===== config.mk =====
export PLATFORM = sky130hd
export DESIGN_NAME = cic_interp_stage
export DESIGN_NICKNAME = d
export VERILOG_FILES = /design/src/rtl/cic_interp_stage.sv
export SDC_FILE = /design/constraint.sdc
export NUM_CORES = 1
export LEC_CHECK = 0
export CAP_MARGIN = 20
export CORE_MARGIN = 8
export CORE_UTILIZATION = 55
export CTS_CLUSTER_DIAMETER = 100
export DETAILED_ROUTE_END_ITERATION = 10
export PLACE_DENSITY = 0.76
export SLEW_MARGIN = 15
export SYNTH_ARGS = -nofsm -noshare
export SYNTH_HDL_FRONTEND = slang
export SYNTH_SLANG_ARGS = --single-unit
export TNS_END_PERCENT = 1

===== constraint.sdc =====
create_clock -name clk -period 9.9 [get_ports clk]
set_input_delay 1.98 -clock clk [delete_from_list [all_inputs] [get_ports clk]]
set_output_delay 1.98 -clock clk [all_outputs]
set_load 0.005 [all_outputs]

===== src/rtl/cic_interp_stage.sv =====
// cic_interp_stage: 4th-order CIC interpolator (rate 1..128) that paces its upstream stage via stb_req.
// Build option: define CIC_INTERP_ROUND_EN for round-half-up gain normalisation; truncation otherwise.
module cic_interp_stage #(
    parameter int WIDTH = 18,
    parameter int N     = 4
) (
    input  logic             clk,
    input  logic             rst_n,
    input  logic             enable,
    input  logic [7:0]       rate,
    output logic             stb_req,
    input  logic [WIDTH-1:0] data_in,
    output logic             stb_out,
    output logic [WIDTH-1:0] data_out
);
    localparam int IW = WIDTH + 21;
    localparam int SW = IW + 1;
    localparam logic signed [SW-1:0] SAT_HI = SW'(2 ** (WIDTH - 1) - 1);
    localparam logic signed [SW-1:0] SAT_LO = ~SAT_HI;

    logic [6:0]           rate_m1_c;
    logic [6:0]           rate_m1;
    logic [6:0]           cnt;
    logic [4:0]           shift_c;
    logic [4:0]           shift_s;
    logic                 run;
    logic                 cap_stb;
    logic                 cap_d;
    logic signed [IW-1:0] in_reg;
    logic signed [IW-1:0] zs;
    logic signed [IW-1:0] comb_out;
    logic signed [IW-1:0] comb_in [N];
    logic signed [IW-1:0] dly     [N];
    logic signed [IW-1:0] integ   [N];
    logic signed [SW-1:0] rnd_sum;
    logic signed [SW-1:0] shifted;
    logic signed [SW-1:0] sh_r;
    logic [6:0]           en_pipe;

    always_comb begin
        if (rate == 8'd0)
            rate_m1_c = '0;
        else if (rate > 8'd128)
            rate_m1_c = '1;
        else
            rate_m1_c = 7'(rate - 8'd1);
    end

    // ceil(log2 R) equals the bit length of R-1
    always_comb begin
        shift_c = '0;
        for (int unsigned i = 0; i < 7; i++)
            if (rate_m1_c[i])
                shift_c = 5'(3 * (i + 1));
    end

    always_ff @(posedge clk or negedge rst_n) begin
        if (!rst_n) begin
            rate_m1 <= '0;
            shift_s <= '0;
            cnt     <= '0;
            run     <= 1'b0;
            stb_req <= 1'b0;
        end else if (!enable) begin
            rate_m1 <= rate_m1_c;
            shift_s <= shift_c;
            cnt     <= rate_m1_c;
            run     <= 1'b0;
            stb_req <= 1'b0;
        end else begin
            run <= 1'b1;
            if (!run || cnt == '0) begin
                stb_req <= 1'b1;
                cnt     <= rate_m1;
            end else begin
                stb_req <= 1'b0;
                cnt     <= cnt - 7'd1;
            end
        end
    end

    always_comb begin
        logic signed [IW-1:0] acc;
        acc = in_reg;
        for (int unsigned k = 0; k < N; k++) begin
            comb_in[k] = acc;
            acc        = acc - dly[k];
        end
        comb_out = acc;
    end

    always_comb begin
        rnd_sum = {integ[N-1][IW-1], integ[N-1]};
`ifdef CIC_INTERP_ROUND_EN
        if (shift_s != '0)
            rnd_sum = rnd_sum + (SW'(1) << (shift_s - 5'd1));
`endif
        shifted = rnd_sum >>> shift_s;
    end

    always_ff @(posedge clk or negedge rst_n) begin
        if (!rst_n) begin
            cap_stb  <= 1'b0;
            cap_d    <= 1'b0;
            in_reg   <= '0;
            zs       <= '0;
            sh_r     <= '0;
            data_out <= '0;
            en_pipe  <= '0;
            stb_out  <= 1'b0;
            for (int unsigned k = 0; k < N; k++) begin
                dly[k]   <= '0;
                integ[k] <= '0;
            end
        end else if (!enable) begin
            cap_stb  <= 1'b0;
            cap_d    <= 1'b0;
            in_reg   <= '0;
            zs       <= '0;
            sh_r     <= '0;
            data_out <= '0;
            en_pipe  <= '0;
            stb_out  <= 1'b0;
            for (int unsigned k = 0; k < N; k++) begin
                dly[k]   <= '0;
                integ[k] <= '0;
            end
        end else begin
            cap_stb <= stb_req;
            cap_d   <= cap_stb;
            if (cap_stb) begin
                in_reg <= {{(IW - WIDTH){data_in[WIDTH-1]}}, data_in};
                for (int unsigned k = 0; k < N; k++)
                    dly[k] <= comb_in[k];
            end
            // zero-stuffing: the comb result enters the integrators once per input sample
            zs       <= cap_d ? comb_out : '0;
            integ[0] <= integ[0] + zs;
            for (int unsigned k = 1; k < N; k++)
                integ[k] <= integ[k] + integ[k-1];
            sh_r <= shifted;
            if (sh_r > SAT_HI)
                data_out <= SAT_HI[WIDTH-1:0];
            else if (sh_r < SAT_LO)
                data_out <= SAT_LO[WIDTH-1:0];
            else
                data_out <= sh_r[WIDTH-1:0];
            en_pipe <= {en_pipe[5:0], 1'b1};
            stb_out <= en_pipe[6];
        end
    end
endmodule

==> flow_summary.ini <==
[outcome]
status = finished clean

[layout]
layout_commonest_cell = nor2_1
final_layout_size_suffix_gt1_frac = 0.05554
multi_input_area_um2 = 19220
nets = 3818
largest-register = integ
largest_reg_flops = 156
area_delta_synth_final_pct = 9.017
mostFrequentLayoutCells = 437 x nor2_1, 433 x dfrtp_1, 288 x ha_1
n_fill_cell = 4920
area.sequential_um2 = 10890
reg.largest.list = integ x156, dly x135
instances_no_fill = 4286

[critical_path]
crit_path_end_kind = flip-flop
startpoint_type = flip-flop
crit_arrival_ps = 9430
cp_max_fo = 6
slowest_delay_ps = 460
crit_required_ps = 10380
path_class = flip-flop to flip-flop
crit_slowest_cell = o311ai_0

[yosys]
synth_area_um2 = 31360
synthDistinctLibCells = 92
yosysTopAreaCellShare = 0.3471
synth_nets = 3818
synth-edff-count = 0
synth_area_leaders = dfrtp_1 35%, ha_1 11%, nor2_1 5.3%
synthFlopType = dfrtp_1
yosysTopAreaCell = dfrtp_1
synth_cells = 3493
yosysSeqAreaShare = 0.3471
avgSynthCellArea_um2 = 8.978
async_reset_ff_frac = 1.000
ys_seq_elements = 435
ys_warn_count = 0

[clock_tree]
cts_resized = 0
cts_setup_buffers = 0
cts_max_level = 2
clock_latency_ps = 600
cts.clk_slew.worst_paths_ps = 60
root_buffer = clkbuf_16
holdBufCountCts = 0
clockBufferDepth = 3
cts_tree = built
cts_inserted_buffers = 50
clock_sinks = 435

[timing]
fin_crit_sh = 0.9044
fin_crit_ps = 8954
grt_setup_unrepaired = no
timing.fmax_mhz = 111.7
hold_slack_ps = 450.9
finalSetupTns_ps = 0
hold_viol = 0
relSlewSlack = 0.1919
slew_viol_final = 0
worst_pin_slew_ps = 1182
skew_ps = 27.52
setup_violations = 0

[global_routing]
grt_overflow = 0
grt_max_degree = 189
grt_antenna_before_repair = 0
grt_first_pass_wirelength_mm = 111.0
grt_usage = 0.2016
grt_pass1_vias = 23850

[power_and_ir_drop]
leakage_nw = 16.20
power.total_mw = 10.72
sw_frac_of_total = 0.4385
ir_drop_v = 0.0002075
p_seq_frac = 0.208
intPower_mw = 6.017
p_switching_mw = 4.699
p_comb_frac = 0.620
power_density_nw_per_um2 = 313.5
clkPwrFrac = 0.171

[floorplan]
io_pins = 49
die_area_um2 = 64910
fp.dieW_um = 254.8
start_util = 0.5561
core_area_um2 = 56390
die_h_um = 254.8
rows = 87

[drt]
wl_mm = 65.85
wl_per_cell_um = 15.36
drcViolationCount = 0
drt_pre_antenna_iters = 5
drt_first_iter_violations = 1093
detail-route-antenna-nets = 0
vias = 24720
via_per_inst = 5.767

[place]
place_congestion = 0.9083
io_buffers = 48
dp_hpwl_mm = 47.63
dp.cells = 4195

[run]
maxCapViolCount = 0

[worst_hold_path]
worstHoldPathType = flip-flop to flip-flop
[power by group through the flow]
stage | clock [mW] | combinational [mW] | sequential, mW
2_1_floorplan | 0 | 5.35 | 2.19
5_1_grt | 1.96 | 7.43 | 2.26
6_report | 1.84 | 6.65 | 2.23
3_5_place_dp | 0 | 6.53 | 2.27
3_3_place_gp | 0 | 6.43 | 2.26
4_1_cts | 1.88 | 6.57 | 2.24
[stage by stage]
step / util / cell area (um^2) / worst slack [ps]
final: 0.6063 / 34190 / 946.2
after global routing: 0.6062 / 34180 / 48.93
after CTS: 0.6057 / 34150 / 964.4
after detailed placement: 0.5765 / 32510 / 967.7
after global placement: 0.5765 / 32510 / 1175
after floorplan: - / 31360 / 1902
[critical path, delay by kind of cell (launching register included)]
family | cells | cell delay [ps]
compound gates | 22 | 5170
fa+ha+maj | 4 | 1330
simple gates | 9 | 1320
flops | 1 | 390
xor+xnor | 2 | 340
mux | 1 | 240
buf+inv | 1 | 60
[metal layers]
layer / up-vias / global-route usage / share of wire
met1: 11640 / 0.2447 / 0.44
met5: - / 0 / 0
met4: 0 / 0.07329 / 0.033
met2: 366 / 0.3674 / 0.50
li1: 12560 / - / -
met3: 147 / 0.02119 / 0.027
[path summary, 6_finish.rpt]
kind,endpoint,startpoint,cells past startpoint,slack [ps]
setup / recovery,zs[38]$_DFF_PN0_,dly[118]$_DFFE_PN0P_,39,950
hold reg to reg,en_pipe[5]$_DFF_PN0_,en_pipe[4]$_DFF_PN0_,1,450
hold / removal,en_pipe[5]$_DFF_PN0_,en_pipe[4]$_DFF_PN0_,1,450
max in group asynchronous,shift_s[0]$_DFFE_PN0N_,rst_n,2,6790
min in group asynchronous,in_reg[5]$_DFFE_PN0P_,rst_n,1,1440
setup reg to reg,zs[38]$_DFF_PN0_,dly[118]$_DFFE_PN0P_,39,950
[logic make-up (layout without fill, tap and decap cells)]
logic type,count (synthesis),after routing,synth area share
AO/OA/AOI/OAI,1028,1028,0.2191
XOR/XNOR,220,220,0.06192
adder cells (fa/ha/maj),297,297,0.1203
buffers and inverters,337,373,0.04042
flip-flops,435,435,0.3471
multiplexers,142,142,0.05765
other,0,1,0
AND/OR/NAND/NOR,1034,1034,0.1534
[cell type report]
type                    count  share of cell area
diodes                      1          0.00007320
clock buffers              72             0.04253
clock inverters            16            0.005563
inverters                 222             0.02459
multi-input cells        2721              0.5622
flip-flops and latches    435              0.3186
well taps                 756             0.02767
repair buffers             63             0.01881
[synth_stat cells, drive strengths merged (16+ instances only)]
master  instances
nand3          73
or3            21
o21bai         45
and2           47
nand4          30
a22o           46
nor3           69
nand2b         50
a31oi          31
clkbuf        103
mux2i          97
a21oi         274
inv           220
ha            288
o21ai         195
nor2b          38
nor4           20
dfrtp         435
a211oi         50
o31ai          29
xor2           84
and3           27
o21a           70
mux2           16
nor2          440
a21o          157
o211ai         18
a21boi         18
mux4           29
nand2         177
xnor2         135
Power figures use the tool's default switching activity.
